File: src/rtl/lg_pkg.sv
// rtl/lg_pkg.sv - gate op encodings, op type and identity helpers for the gate array
package lg_pkg;

  localparam int OP_W = 3;

  typedef enum logic [1:0] {
    GATE_AND  = 2'b00,
    GATE_OR   = 2'b01,
    GATE_XOR  = 2'b10,
    GATE_ZERO = 2'b11
  } gate_fn_e;

  // Bit 2 inverts the reduced result; bits 1:0 pick the reduction.
  typedef struct packed {
    logic     inv;
    gate_fn_e fn;
  } gate_op_t;

  localparam gate_op_t OP_RESET = '{inv: 1'b0, fn: GATE_AND};

  // Value a reduction yields over an empty operand set.
  function automatic logic identity_value(input gate_fn_e fn);
    return (fn == GATE_AND);
  endfunction

  // Channel k powers up as an AND over its lowest min(k+2, n_in) inputs.
  function automatic logic [15:0] default_mask(input int k, input int n_in);
    int w;
    w = (k + 2 < n_in) ? k + 2 : n_in;
    return 16'((32'd1 << w) - 32'd1);
  endfunction

endpackage

File: src/rtl/lg_gate_eval.sv
// rtl/lg_gate_eval.sv - combinational masked AND/OR/XOR reduction with optional invert
module lg_gate_eval
  import lg_pkg::*;
#(
  parameter int N_IN = 4
) (
  input  logic [N_IN-1:0] data,
  input  logic [N_IN-1:0] mask,
  input  gate_op_t        op,
  output logic            y
);

  logic acc;

  always_comb begin
    acc = identity_value(op.fn);
    for (int i = 0; i < N_IN; i++) begin
      if (mask[i]) begin
        case (op.fn)
          GATE_AND: acc = acc & data[i];
          GATE_OR:  acc = acc | data[i];
          GATE_XOR: acc = acc ^ data[i];
          default:  acc = 1'b0;
        endcase
      end
    end
    y = acc ^ op.inv;
  end

endmodule

File: src/rtl/lg_gate_array.sv
// rtl/lg_gate_array.sv - configurable multi-channel gate array with 2-entry result FIFO
module lg_gate_array
  import lg_pkg::*;
#(
  parameter int N_IN     = 4,
  parameter int CHANNELS = 3
) (
  input  logic                clk,
  input  logic                rst_n,
  input  logic                cfg_we,
  input  logic [2:0]          cfg_ch,
  input  logic [OP_W-1:0]     cfg_op,
  input  logic [N_IN-1:0]     cfg_mask,
  output logic                cfg_err,
  input  logic                in_valid,
  output logic                in_ready,
  input  logic [N_IN-1:0]     in_data,
  output logic                out_valid,
  input  logic                out_ready,
  output logic [CHANNELS-1:0] out_y
);

  localparam logic [3:0] CH_LIMIT = 4'(CHANNELS);

  logic                cfg_hit;
  logic [CHANNELS-1:0] y_eval;

  assign cfg_hit = cfg_we && ({1'b0, cfg_ch} < CH_LIMIT);

  // Evaluation reads the registered config, so a same-cycle write only affects later vectors.
  for (genvar k = 0; k < CHANNELS; k++) begin : g_ch
    localparam logic [15:0] DEF_MASK = default_mask(k, N_IN);

    gate_op_t        op_q;
    logic [N_IN-1:0] mask_q;

    always_ff @(posedge clk or negedge rst_n) begin
      if (!rst_n) begin
        op_q   <= OP_RESET;
        mask_q <= DEF_MASK[N_IN-1:0];
      end else if (cfg_hit && (cfg_ch == 3'(k))) begin
        op_q   <= gate_op_t'(cfg_op);
        mask_q <= cfg_mask;
      end
    end

    lg_gate_eval #(.N_IN(N_IN)) u_eval (
      .data (in_data),
      .mask (mask_q),
      .op   (op_q),
      .y    (y_eval[k])
    );
  end

  always_ff @(posedge clk or negedge rst_n) begin
    if (!rst_n) begin
      cfg_err <= 1'b0;
    end else begin
      cfg_err <= cfg_we && ({1'b0, cfg_ch} >= CH_LIMIT);
    end
  end

  logic [CHANNELS-1:0] fifo_mem [2];
  logic                wr_ptr;
  logic                rd_ptr;
  logic [1:0]          count;
  logic                push;
  logic                pop;

  assign in_ready  = (count < 2'd2);
  assign out_valid = (count != 2'd0);
  assign out_y     = fifo_mem[rd_ptr];
  assign push      = in_valid && in_ready;
  assign pop       = out_valid && out_ready;

  // Entries are cleared on reset so out_y reads zero until a result is stored.
  always_ff @(posedge clk or negedge rst_n) begin
    if (!rst_n) begin
      fifo_mem[0] <= '0;
      fifo_mem[1] <= '0;
      wr_ptr      <= 1'b0;
      rd_ptr      <= 1'b0;
      count       <= 2'd0;
    end else begin
      if (push) begin
        fifo_mem[wr_ptr] <= y_eval;
        wr_ptr           <= ~wr_ptr;
      end
      if (pop) begin
        rd_ptr <= ~rd_ptr;
      end
      case ({push, pop})
        2'b10:   count <= count + 2'd1;
        2'b01:   count <= count - 2'd1;
        default: count <= count;
      endcase
    end
  end

endmodule

File: config.mk
export PLATFORM = sky130hd
export DESIGN_NAME = lg_gate_array
export DESIGN_NICKNAME = d
export VERILOG_FILES = /design/src/rtl/lg_pkg.sv /design/src/rtl/lg_gate_eval.sv /design/src/rtl/lg_gate_array.sv
export SDC_FILE = /design/constraint.sdc
export NUM_CORES = 1
export LEC_CHECK = 0
export BUFFER_PORTS_ARGS = -buffer_cell sky130_fd_sc_hd__clkbuf_2
export CAP_MARGIN = 25
export CORE_MARGIN = 2
export CORE_UTILIZATION = 40
export CTS_CLUSTER_DIAMETER = 60
export DETAILED_ROUTE_END_ITERATION = 7
export PLACE_DENSITY = 0.65
export SYNTH_ARGS = -nofsm -noshare
export SYNTH_HDL_FRONTEND = slang
export SYNTH_HIERARCHICAL = 1
export SYNTH_SLANG_ARGS = --single-unit
File: constraint.sdc
create_clock -name clk -period 8.7 [get_ports clk]
set_clock_uncertainty 0.1 [all_clocks]
set_input_delay 1.305 -clock clk [delete_from_list [all_inputs] [get_ports clk]]
set_output_delay 1.305 -clock clk [all_outputs]
set_load 0.02 [all_outputs]
-- After elaboration in Yosys (flattened, before gate mapping)
Index checks and enable logic that the tools add are counted.
- flip-flop bits (word level): 32
- input port bits: 19
- output and inout bits: 6
- word-level logic and storage cells: 121
- $add $sub $neg: 2
- $lt $le $gt $ge: 6
- eq/ne operators: 10
- muxes and demuxes: 31
- bitwise operators: 43
- reductions and logical operators: 14
- operators by type and width (cell ; number):
    $pmux 1 s3 ; 12
    $xor 1x1->1 ; 15
    $and 1x1->1 ; 12
    $mux 1 ; 12
    $mux 3 ; 4
    $or 1x1->1 ; 12
    $eq 2x1->1 const B ; 4
    $eq 2x2->1 const B ; 4
    $logic_and 1x1->1 ; 8
    $bwmux 6 ; 1
    $logic_not 2->1 ; 3
    $ge 2x2->1 const B ; 2
    $not 1->2 ; 2
    $pmux 2 s2 ; 1
    $reduce_bool 2->1 ; 2
    $demux 3 s1 ; 1
    $eq 3x1->1 const B ; 1
    $eq 3x2->1 const B ; 1
    $ge 3x2->1 const B ; 1
    $logic_not 3->1 ; 1
    $lt 3x2->1 const B ; 1
    $add 2x1->2 const B ; 1
    $lt 2x1->1 const B ; 1
    $lt 2x2->1 const B ; 1
    2 further kinds ; 3

-- Depth between registers and ports, before layout
- depth after elaboration: 15
- gate-level depth with buffers: 27
- mapped depth without buffers: 26

-- Hierarchy
The synthesis kept the hierarchy.
- by module, submodules not included (module ; instances ; cells each ; area an instance (µm²) ; seq. area each (µm²)):
    lg_gate_array ; 1 ; 81 ; 1313.8 ; 812.0
    lg_gate_eval (g_ch[1].u_eval ...) ; 2 ; 49 ; 349.1 ; 0.0
    lg_gate_eval (g_ch[0].u_eval) ; 1 ; 46 ; 345.3 ; 0.0

-- Worst setup path after synthesis
No wires, ideal clock.
- kind: in2reg
- from: input in_data[0]
- to: register fifo_mem[4] (netlist bit)
- setup time: 0.125 ns
- arrival time: 4.561 ns
- data required time: 8.475 ns
- path slack: 3.914 ns
- cell stages on the path: 22
- buffers on the path: 0
- path through: inv_1 > ha_1 > a21oi_1 > o22ai_1 > a21o_1 > inv_1 > ha_1 > nand2_1 > o221a_2 > or2_1 > ha_1 > and2_1 > o31ai_1 > nand2_1 > o21a_1 > ha_1 > inv_1 > o21ai_0 > a32oi_1 > o41ai_2 > xor2_1 > mux2_2
- longest elaborated chain between the ends: 14
- elaborated cells on any way between the ends: 22
- classes of those cells: mux (9); bitwise (13)
- ends and longest elaborated chain (what ; RTL line ; source):
    start: declaration ; lg_gate_array.sv:17 ; input logic [N_IN-1:0] in_data,
    $xor 1x1->1, or another cell as far along ; lg_gate_eval.sv:22 ; GATE_XOR: acc = acc ^ data[i];
    $pmux 1 s3 (*) ; lg_gate_eval.sv:19 ; case (op.fn)
    $mux 1 (*) ; lg_gate_eval.sv:18 ; if (mask[i]) begin
    $xor 1x1->1, or another cell as far along ; lg_gate_eval.sv:22 ;
    $pmux 1 s3 ; lg_gate_eval.sv:19 ;
    $mux 1 (*) ; lg_gate_eval.sv:18 ;
    $xor 1x1->1, or another cell as far along ; lg_gate_eval.sv:22 ;
    $pmux 1 s3 ; lg_gate_eval.sv:19 ;
    $mux 1 (*) ; lg_gate_eval.sv:18 ;
    $xor 1x1->1, or another cell as far along ; lg_gate_eval.sv:22 ;
    $pmux 1 s3 ; lg_gate_eval.sv:19 ;
    $mux 1 (*) ; lg_gate_eval.sv:18 ;
    $xor 1x1->1 (*) ; lg_gate_eval.sv:27 ; y = acc ^ op.inv;
    via y_eval[1] ; lg_gate_array.sv:26 ; logic [CHANNELS-1:0] y_eval;
    $bwmux 6 (*) ; lg_gate_array.sv:86 ; fifo_mem[wr_ptr] <= y_eval;
    end signal: indexed assignment ; lg_gate_array.sv:86 ;
    end: declaration ; lg_gate_array.sv:63 ; logic [CHANNELS-1:0] fifo_mem [2];
The timed path passes the listed nets; every way through them passes the cells marked *.
A chain may end at the register's enable or synchronous reset.

-- Worst setup path after layout
Ends and elaborated chain as after synthesis.

==> metrics.csv <==
metric,value,unit
status,"finished, final reports clean",
yosysSeqAreaShare,34.4,%
startpoint_type,input port,
yosys_register_bits,32,
wl,4230,um
io_buffers,24,
cts_hold_buf,0,
finalHoldViolations,0,
cts.repair.resized,0,
antenna_cells,0,
grt_pass1_wl,7400,um
drtPass1Iterations,4,
path_class,input port to register,
clk_pin_slew,0.07,ns
grt_max_degree,33,
antenna_found_initial,0,
syn_area,2360,um^2
grt_pass1_vias,1582,
finalCriticalPeriod,5.05,ns
min_path_type,register to register,
leakagePower,0.00127,uW
path_max_fanout,6,
cp.arrival,5.12,ns
htreeDepth,2,
worst_slack,3.65,ns
drv_cap,0,
cellPowerDensity,256,nW/um^2
drt-wirelength-per-cell,13.1,um
vias,1635,
cts_max_path_buffers,2,
fmax,198,MHz
final_cell_mix,"inv_1 (37), mux2_2 (30), ha_1 (25)",
ant_nets,0,
slew_headroom,47.7,%
drtIter0Drc,38,
setup_viol,0,
fin_crit_sh,58.1,%
io-pin-count,25,
die-area,6520,um^2
numCtsBuffers,5,
min_path_cells,1,
nets,294,
cp_data_required_time,8.77,ns
cts_tree,done,
insertion_delay,0.28,ns
core_area,5610,um^2
final_common_cell,inv_1,
slew_viol_final,0,
grt_overflow,0,
reg2regPathDepth,22,
gp_congestion,0.739,
yosysWarnings,6,
async_flop_share,100,%
dp_worst_setup_slack,3.35,ns
cp-end-kind,register,
die_w,80.8,um
cts.sinks,32,
tns,0,ns
start_util,42.0,%
grt_util_all_layers,14.8,%
ir_worst_vdd,0.193,mV
ys_types,43,
rsz0062_at_grt,no,
finalPower,670,uW
cts_root_buf,clkbuf_8,
ys_dominant_reg_cell,dfrtp_1,
synth_cells,225,
die_y,80.8,um
cts_setup_buffers,0,
remaining_drc_errors,0,
viasPerCell,5.06,
synth.avg_cell_area,10.5,um^2
rows,27,
dp_hpwl,3310,um
synth_fp_nets,269,
worstMarginPinSlew,0.785,ns
area_delta_synth_final,10.9,%
synth_edf_count,0,
drive_gt1_share,35.5,%
==> critical path: stages <==
cell	delay (ns)
clkbuf_2	0.15
inv_1	0.06
ha_1	0.27
a21oi_1	0.07
o22ai_1	0.16
a21o_1	0.16
inv_1	0.04
ha_1	0.17
inv_1	0.05
mux2i_1	0.06
o221a_2	0.29
or2_1	0.26
ha_1	0.19
and2_1	0.15
o31ai_1	0.29
nand2_1	0.11
o21a_1	0.12
ha_1	0.28
inv_1	0.06
o21ai_0	0.07
a32oi_1	0.25
o41ai_2	0.11
xor2_1	0.16
mux2_2	0.28
==> synth_stat cells (all sizes together), types with 2 or more instances <==
cell | number | area share (%)
a211o | 2 | 0.74
a32oi | 2 | 0.74
a21o | 3 | 1.0
ha | 25 | 13
nor3 | 4 | 1.1
nand3b | 3 | 0.96
mux2 | 30 | 14
a21oi | 8 | 1.7
or3 | 3 | 0.80
dfstp | 9 | 10
nor2b | 5 | 1.3
or2 | 7 | 1.9
o21a | 2 | 0.64
o22ai | 3 | 0.80
nand2 | 5 | 0.80
dfrtp | 23 | 24
inv | 37 | 5.9
buf | 6 | 1.9
nor3b | 2 | 1.6
nor2 | 7 | 1.1
xnor2 | 5 | 1.9
o221a | 3 | 1.4
xor2 | 3 | 1.1
and2 | 3 | 0.80
mux2i | 4 | 1.7
o41ai | 2 | 1.4
o311a | 3 | 1.3
nand2b | 4 | 1.4
o21ai | 6 | 1.6
o31ai | 3 | 1.5
==> kinds of logic after synthesis <==
group / Yosys count / share of synthesized area [%]
flops: 32 / 34.4
compound gates: 38 / 13.2
simple gates: 45 / 12.3
buf+inv: 43 / 7.80
mux: 34 / 16.0
xor+xnor: 8 / 2.97
fa+ha+maj: 25 / 13.3
==> final cells by class <==
type                       instances  area (um^2)
inverter                          37          139
fill                             553         2990
clock inverter                     2         10.0
timing repair buffer              24          120
clock buffer                       6         82.6
sequential                        32          812
multi-input combinational        150         1360
tap                               72         90.1
==> per-stage QoR <==
stage,cell area [um^2],instances,hold slack [ns],utilization (%)
after floorplan,2360,225,0.369,-
after global placement,2520,315,0.387,45.0
after detailed placement,2520,315,0.392,45.0
after CTS,2620,323,0.408,46.6
after global routing,2620,323,0.430,46.6
final,2620,323,0.399,46.6
==> flip-flops by register name (all words and copies together), names as in the netlist <==
signal       flops
cfg_err          1
count            2
fifo_mem         6
g_ch.mask_q     12
g_ch.op_q        9
rd_ptr           1
wr_ptr           1
==> final timing paths <==
kind,start,to,slack (ns)
max in group asynchronous,rst_n,g_ch[2].op_q[0],7.00
setup reg to reg,g_ch[2].op_q[0],fifo_mem[5],3.99
hold reg to reg,wr_ptr,wr_ptr,0.40
min in group asynchronous,rst_n,count[1],0.99
setup / recovery,in_data[0],fifo_mem[4],3.65
hold / removal,wr_ptr,wr_ptr,0.40
==> where the power goes <==
group	switching, uW	internal, uW	leakage [uW]
sequential	55.2	203	0.000368
combinational	143	154	0.000851
clock	52.9	63.0	0.0000510
total	251	420	0.00127
==> layer usage <==
layer  vias up  track usage (%)  share of wire, %
met5         -                0                 0
met4         0             4.07               1.1
met3         5             3.00               2.8
met2        24             25.2                48
met1       791             19.1                48
li1        815                -                 -
(Power assumes the default switching activity.)
